**src/rtl/ps2_kbd_rx_if.sv**
```systemverilog
// ps2_kbd_rx_if
//   Bundles the PS/2 pin inputs and the scan-code outputs of ps2_kbd_rx.
//
//   Signals:
//     ps2_clk_i   raw PS/2 clock pin (asynchronous)
//     ps2_data_i  raw PS/2 data pin (asynchronous)
//     code_o      last valid scan code, held until the next valid frame
//     strobe_o    one-cycle pulse: code_o just updated
//     err_o       one-cycle pulse: frame rejected
//     busy_o      high while a frame is in progress
//     state_dbg   current receiver FSM state, for debug/checkers
//
//   Handshake: strobe_o is a valid-only pulse with no ready. The consumer
//   must take code_o in the cycle strobe_o is high; code_o stays stable
//   afterwards until the next strobe_o or a reset. err_o is an
//   informational pulse and is never high together with strobe_o.
//
//   Modports:
//     master  the receiver (drives the outputs, reads the pins)
//     slave   the keyboard-side consumer / pin driver
interface ps2_kbd_rx_if;
    logic       ps2_clk_i;
    logic       ps2_data_i;
    logic [7:0] code_o;
    logic       strobe_o;
    logic       err_o;
    logic       busy_o;
    logic [1:0] state_dbg;

    modport master (
        input  ps2_clk_i,
        input  ps2_data_i,
        output code_o,
        output strobe_o,
        output err_o,
        output busy_o,
        output state_dbg
    );

    modport slave (
        output ps2_clk_i,
        output ps2_data_i,
        input  code_o,
        input  strobe_o,
        input  err_o,
        input  busy_o,
        input  state_dbg
    );
endinterface

```
**src/rtl/ps2_kbd_rx.sv**
```systemverilog
// ps2_kbd_rx
//   PS/2 keyboard receiver (device-to-host only). Synchronizes and
//   deglitches the raw PS/2 clock/data pins, shifts in 11-bit frames
//   (start, 8 data LSB first, odd parity, stop) and reports each frame as
//   either a scan code with strobe_o or a one-cycle err_o.
//
//   Ports:
//     clk      system clock, all logic on the rising edge
//     reset_i  synchronous reset, active-low
//     bus      ps2_kbd_rx_if.master (pins in, code/strobe/err/busy out)
//
//   Parameters:
//     FILTER_LEN      identical synchronized samples needed before a
//                     filtered line changes level (>= 2)
//     TIMEOUT_CYCLES  clk cycles without a filtered falling clock edge
//                     mid-frame before the frame is aborted (>= 16)
module ps2_kbd_rx #(
    parameter int FILTER_LEN     = 8,
    parameter int TIMEOUT_CYCLES = 50000
) (
    input  logic          clk,
    input  logic          reset_i,
    ps2_kbd_rx_if.master  bus
);

    localparam int FCW = $clog2(FILTER_LEN);
    localparam int TCW = ($clog2(TIMEOUT_CYCLES) > 16) ? $clog2(TIMEOUT_CYCLES) : 16;

    typedef enum logic [1:0] {
        IDLE   = 2'd0,
        DATA   = 2'd1,
        PARITY = 2'd2,
        STOP   = 2'd3
    } state_t;

    // ------------------------------------------------------------------
    // Input path: 2-FF synchronizers and level filters
    // ------------------------------------------------------------------
    logic           clk_s1, clk_s2, data_s1, data_s2;
    logic           clk_f, data_f;
    logic [FCW-1:0] clk_fcnt, data_fcnt;
    logic           clk_f_d;
    logic           fall_q;
    logic           data_s;

    always_ff @(posedge clk) begin
        if (!reset_i) begin
            clk_s1  <= 1'b1;
            clk_s2  <= 1'b1;
            data_s1 <= 1'b1;
            data_s2 <= 1'b1;
        end else begin
            clk_s1  <= bus.ps2_clk_i;
            clk_s2  <= clk_s1;
            data_s1 <= bus.ps2_data_i;
            data_s2 <= data_s1;
        end
    end

    // The counter counts consecutive cycles of disagreement; the filtered
    // level flips on the cycle the count would reach FILTER_LEN, so a
    // pulse of FILTER_LEN cycles passes and anything shorter is dropped.
    always_ff @(posedge clk) begin
        if (!reset_i) begin
            clk_f    <= 1'b1;
            clk_fcnt <= '0;
        end else if (clk_s2 != clk_f) begin
            if (clk_fcnt == FCW'(FILTER_LEN - 1)) begin
                clk_f    <= clk_s2;
                clk_fcnt <= '0;
            end else begin
                clk_fcnt <= clk_fcnt + FCW'(1);
            end
        end else begin
            clk_fcnt <= '0;
        end
    end

    always_ff @(posedge clk) begin
        if (!reset_i) begin
            data_f    <= 1'b1;
            data_fcnt <= '0;
        end else if (data_s2 != data_f) begin
            if (data_fcnt == FCW'(FILTER_LEN - 1)) begin
                data_f    <= data_s2;
                data_fcnt <= '0;
            end else begin
                data_fcnt <= data_fcnt + FCW'(1);
            end
        end else begin
            data_fcnt <= '0;
        end
    end

    // Edge register: fall_q pulses the cycle after the filtered clock
    // drops, and data_s holds the filtered data bit seen at that moment.
    always_ff @(posedge clk) begin
        if (!reset_i) begin
            clk_f_d <= 1'b1;
            fall_q  <= 1'b0;
            data_s  <= 1'b1;
        end else begin
            clk_f_d <= clk_f;
            fall_q  <= clk_f_d & ~clk_f;
            data_s  <= data_f;
        end
    end

    // ------------------------------------------------------------------
    // Frame FSM
    // ------------------------------------------------------------------
    state_t         state, state_nx;
    logic [7:0]     shreg;
    logic [2:0]     bitcnt;
    logic           par;
    logic [TCW-1:0] tmo_cnt;
    logic           tmo_hit;
    logic           frame_ok;

    logic [7:0]     code_q, code_nx;
    logic           strobe_q, strobe_nx;
    logic           err_q, err_nx;
    logic           busy_q;

    // Timeout fires on the edge where the idle-clock counter would reach
    // TIMEOUT_CYCLES-1, i.e. TIMEOUT_CYCLES cycles after the fall_q pulse
    // that last cleared it. A simultaneous fall_q takes priority.
    assign tmo_hit  = (state != IDLE) && !fall_q
                      && (tmo_cnt == TCW'(TIMEOUT_CYCLES - 2));
    assign frame_ok = data_s && ((^shreg) ^ par);

    // State register
    always_ff @(posedge clk) begin
        if (!reset_i) begin
            state <= IDLE;
        end else begin
            state <= state_nx;
        end
    end

    // Next-state logic
    always_comb begin
        state_nx = state;
        if (fall_q) begin
            case (state)
                IDLE:    if (!data_s) state_nx = DATA;
                DATA:    if (bitcnt == 3'd7) state_nx = PARITY;
                PARITY:  state_nx = STOP;
                STOP:    state_nx = IDLE;
                default: state_nx = IDLE;
            endcase
        end else if (tmo_hit) begin
            state_nx = IDLE;
        end
    end

    // Output logic (registered below)
    always_comb begin
        strobe_nx = fall_q && (state == STOP) && frame_ok;
        err_nx    = (fall_q && (state == STOP) && !frame_ok) || tmo_hit;
        code_nx   = code_q;
        if (strobe_nx) begin
            code_nx = shreg;
        end
    end

    // Frame datapath: shift register, bit counter, parity, timeout counter
    always_ff @(posedge clk) begin
        if (!reset_i) begin
            shreg   <= '0;
            bitcnt  <= '0;
            par     <= 1'b0;
            tmo_cnt <= '0;
        end else begin
            if (fall_q) begin
                tmo_cnt <= '0;
                case (state)
                    IDLE: begin
                        shreg  <= '0;
                        bitcnt <= '0;
                    end
                    DATA: begin
                        shreg  <= {data_s, shreg[7:1]};
                        bitcnt <= bitcnt + 3'd1;
                    end
                    PARITY:  par <= data_s;
                    default: ;
                endcase
            end else if ((state == IDLE) || tmo_hit) begin
                tmo_cnt <= '0;
            end else begin
                tmo_cnt <= tmo_cnt + TCW'(1);
            end
        end
    end

    // Output registers
    always_ff @(posedge clk) begin
        if (!reset_i) begin
            code_q   <= 8'h00;
            strobe_q <= 1'b0;
            err_q    <= 1'b0;
            busy_q   <= 1'b0;
        end else begin
            code_q   <= code_nx;
            strobe_q <= strobe_nx;
            err_q    <= err_nx;
            busy_q   <= (state_nx != IDLE);
        end
    end

    assign bus.code_o    = code_q;
    assign bus.strobe_o  = strobe_q;
    assign bus.err_o     = err_q;
    assign bus.busy_o    = busy_q;
    assign bus.state_dbg = state;

endmodule
```
**src/flat_wrapper.sv**
```systemverilog
// flat-port wrapper written by rule: the top's interface ports become plain ports
module ps2_kbd_rx_flat 
#(
    parameter int FILTER_LEN     = 8,
    parameter int TIMEOUT_CYCLES = 50000
)
  (clk, reset_i, bus_ps2_clk_i, bus_ps2_data_i, bus_code_o, bus_strobe_o, bus_err_o, bus_busy_o, bus_state_dbg);
  ps2_kbd_rx_if bus_i ();
  input  logic clk;
  input  logic reset_i;
  input wire logic [$bits(bus_i.ps2_clk_i)-1:0] bus_ps2_clk_i;
  input wire logic [$bits(bus_i.ps2_data_i)-1:0] bus_ps2_data_i;
  output wire logic [$bits(bus_i.code_o)-1:0] bus_code_o;
  output wire logic [$bits(bus_i.strobe_o)-1:0] bus_strobe_o;
  output wire logic [$bits(bus_i.err_o)-1:0] bus_err_o;
  output wire logic [$bits(bus_i.busy_o)-1:0] bus_busy_o;
  output wire logic [$bits(bus_i.state_dbg)-1:0] bus_state_dbg;
  assign bus_i.ps2_clk_i = bus_ps2_clk_i;
  assign bus_i.ps2_data_i = bus_ps2_data_i;
  assign bus_code_o = bus_i.code_o;
  assign bus_strobe_o = bus_i.strobe_o;
  assign bus_err_o = bus_i.err_o;
  assign bus_busy_o = bus_i.busy_o;
  assign bus_state_dbg = bus_i.state_dbg;
  ps2_kbd_rx #(.FILTER_LEN(FILTER_LEN), .TIMEOUT_CYCLES(TIMEOUT_CYCLES)) u_core (.clk(clk), .reset_i(reset_i), .bus(bus_i));
endmodule
```
**config.mk**
```make
export PLATFORM = sky130hd
export DESIGN_NAME = ps2_kbd_rx_flat
export DESIGN_NICKNAME = d
export VERILOG_FILES = /design/src/rtl/ps2_kbd_rx_if.sv /design/src/rtl/ps2_kbd_rx.sv /design/src/flat_wrapper.sv
export SDC_FILE = /design/constraint.sdc
export NUM_CORES = 1
export LEC_CHECK = 0
export CORE_ASPECT_RATIO = 0.8
export CORE_MARGIN = 3
export CORE_UTILIZATION = 57
export CTS_CLUSTER_SIZE = 14
export DETAILED_ROUTE_END_ITERATION = 8
export PLACE_DENSITY_LB_ADDON = 0.25
export RECOVER_POWER = 50
export SYNTH_ARGS = -nofsm -noshare
export SYNTH_HDL_FRONTEND = slang
export SYNTH_SLANG_ARGS = --single-unit
```
**constraint.sdc**
```tcl
create_clock -name clk -period 1.8 [get_ports clk]
set_input_delay 0.54 -clock clk [delete_from_list [all_inputs] [get_ports clk]]
set_output_delay 0.54 -clock clk [all_outputs]
set_load 0.005 [all_outputs]
```
==> metrics.cfg <==
[placed_design]
post-dp-hpwl_um=3170
dp_slack_ns=-0.157
io_buffers=16
placed_area_um2=2710
gp_congestion=0.799

[synthesis]
synth-seq-cells=56
ys_warn_count=0
synth_flop_cell=dfxtp_1
syn_inst=254
syn-num-nets=266
synth.top_cell.area_share_pct=47.2
synth_edf_count=0
yosysTopAreaCell=dfxtp_1
ys_seq_area_share_pct=47.2
synth_area_leaders=dfxtp_1 47%, nand2_1 4.3%, ha_1 4.2%, nand3_1 4.0%, xor2_1 3.7%
avgSynthCellArea_um2=9.35
synth_cell_types=41
syn_area_um2=2370
async_flop_share_pct=0

[layout]
layout.nets=299
areaGrowthSynthToFinish_pct=20.5
drive_gt1_share_pct=12.5
diodes=0
final_core_util_pct=73.3
ff_latch_area_um2=1120
multi_input_area_um2=1170
finalInstanceArea_um2=2860
nFillCells=296

[critical_path]
max_stage_delay_ns=0.47
crit_chain=xor3_2 > or3_1 > mux2i_4 > a22oi_1
r2r_start=u_core.shreg[2]
cp_data_arrival_time_ns=1.93
crit_required_ns=1.98
cp-start-kind=flop
reg2reg_slack_ns=0.06
setup.worst_path.end_class=flop
reg2regPathDepth=4
cp_max_fo=8
cpMaxStageDelayCell=xor3_2
critPathKind=flop to flop
r2r_end=u_core.bus.code_o[1]

[timing]
worst_slew_margin_rel_pct=69.2
fmax_ghz=0.573
finalClockSkew_ns=0.00976
worst_pin_slew_ns=0.462
period_minus_slack_ns=1.74
setup_viol=0
hold_viol=0
post-route-period-util_pct=96.9
setup_slack_ns=0.0563
finalMaxSlewViolations=0

[clock_tree]
worstSkewPairLatency_ns=0.30
cts_tree=yes
cts-htree-levels=2
numCtsBuffers=5
path_clk_slew_ns=0.09
cts_sinks=56
clock_path_buffers=2
cts-root-buf=clkbuf_8

[routing]
post_drt_wl_per_cell_um=13.6
drt-total-wl_um=4640
drc=0
dr.pass1.iters=4
ant_nets=0
drt_iter0_drc=113
vias=1843
vias_per_cell=5.39

[floorplan]
io_pins=17
die_h_um=63.7
start_util_pct=60.8
core_area_um2=3900
dieWidth_um=78.2
rows=20
die_area_um2=4980

[min_path]
hp-class=flop to flop
hold_start=u_core.clk_f_d
hold_path_depth=2
min_to=u_core.fall_q

[job]
cap_violations=0

[pwr]
power.leakage_nw=1.09
powerDensity_nw_per_um2=772
peakVddDrop_v=0.000686

[outcome]
outcome=complete, no violations

[global_route]
grt_pass1_vias=1750
gr-total-overflow=0
grt_pass1_wl_um=8190
antenna_found_initial=0
grt_util_all_layers_pct=20.5
grt_start_max_net_pins=17

## cell families after synthesis
| logic type | count (synthesis) | synth area share (%) |
|---|---|---|
| AOI/OAI and AO/OA | 37 | 10.9 |
| xor gates and xnor gates | 18 | 7.90 |
| adders and majority gates | 8 | 4.22 |
| DFF | 56 | 47.2 |
| buffers and inverters | 27 | 4.37 |
| and+or+nand+nor | 103 | 22.6 |
| muxes | 5 | 2.79 |
## final cells by class
class                           count  area share (%)
Clock buffer                        5            2.40
Tap cell                           55            2.40
Sequential cell                    56            39.3
Timing Repair Buffer               39            11.1
Inverter                           14            1.84
Multi-Input combinational cell    171            40.9
Clock inverter                      2            2.10
## per-layer routing
metal	up-vias	GRT usage, %	share of wire (%)
met2	43	30.8	46
met4	0	7.42	0.58
met5	-	0	0
met3	4	5.49	4.8
li1	934	-	-
met1	862	28.5	49
## where the power goes
part / switching, mW / leakage (nW) / internal, mW
Combinational: 0.0151 / 0.578 / 0.0178
Sequential: 0.00225 / 0.453 / 1.24
Clock: 0.384 / 0.0642 / 0.547
## flip-flops by register name, summed over array words and instances, names as in the netlist, 2 cells and up
signal and count:
u_core.data_fcnt 3, u_core.clk_fcnt 3, u_core.shreg 8, u_core.tmo_cnt 16, u_core.bitcnt 3, u_core.bus.code_o 8, u_core.bus.state_dbg 2
## worst max-delay path by stage
stage	startpoint	to	slack (ns)	cells after the start
3_3_place_gp	reset_i	u_core.bus.code_o[6]	-0.08	5
5_1_grt	u_core.shreg[2]	u_core.bus.code_o[2]	-0.002	4
2_1_floorplan	u_core.shreg[0]	u_core.bus.code_o[0]	0.18	4
3_5_place_dp	reset_i	u_core.bus.code_o[2]	-0.16	5
6_report	u_core.shreg[2]	u_core.bus.code_o[1]	0.06	4
4_1_cts	u_core.shreg[4]	u_core.bus.code_o[6]	0.0007	4
## placed cells by master, fill, tap and decap left out, types with 10 or more instances in the layout
master / count
xor2_1: 10
buf_4: 18
a21boi_0: 11
nand2_1: 27
nand3_1: 19
dfxtp_1: 54
inv_1: 13
clkdlybuf4s50_1: 16
nor2_1: 15
## synthesized netlist by cell type (3+ instances only)
cell and count:
a21boi_0 4, a21boi_1 8, a21oi_1 4, a22oi_1 8, and2_1 6, and4_1 3, clkbuf_1 11, dfxtp_1 56
ha_1 8, inv_1 13, mux2i_1 3, nand2_1 27, nand2b_1 8, nand3_1 19, nand4_1 7, nor2_1 15
nor2b_1 4, nor3b_1 3, o21ai_0 4, or3_1 3, xnor2_1 6, xor2_1 10
## what timing repair did
item	4_1_cts	5_1_grt
endpoints found under the setup margin	0	12
setup buffers	0	2
resized for setup	0	7
hold buffers	0	0
## worst max-delay path: cells and delay by family (launching register included)
family / cells / cell delay (ns)
AOI/OAI and AO/OA: 1 / 0.15
xor gates and xnor gates: 1 / 0.47
DFF: 1 / 0.34
muxes: 1 / 0.30
and+or+nand+nor: 1 / 0.36
## metrics by stage
stage / hold WS, ns / setup TNS, ns / instances / power (mW)
finish: 0.421 / 0 / 342 / 2.21
global route: 0.435 / -0.00203 / 342 / 2.28
CTS: 0.421 / 0 / 340 / 2.23
detailed placement: 0.403 / -1.76 / 333 / 1.31
global placement: 0.393 / -1.06 / 333 / 1.31
floorplan: 0.386 / 0 / 254 / 1.29
No activity file was read; power rests on OpenSTA's default activity.
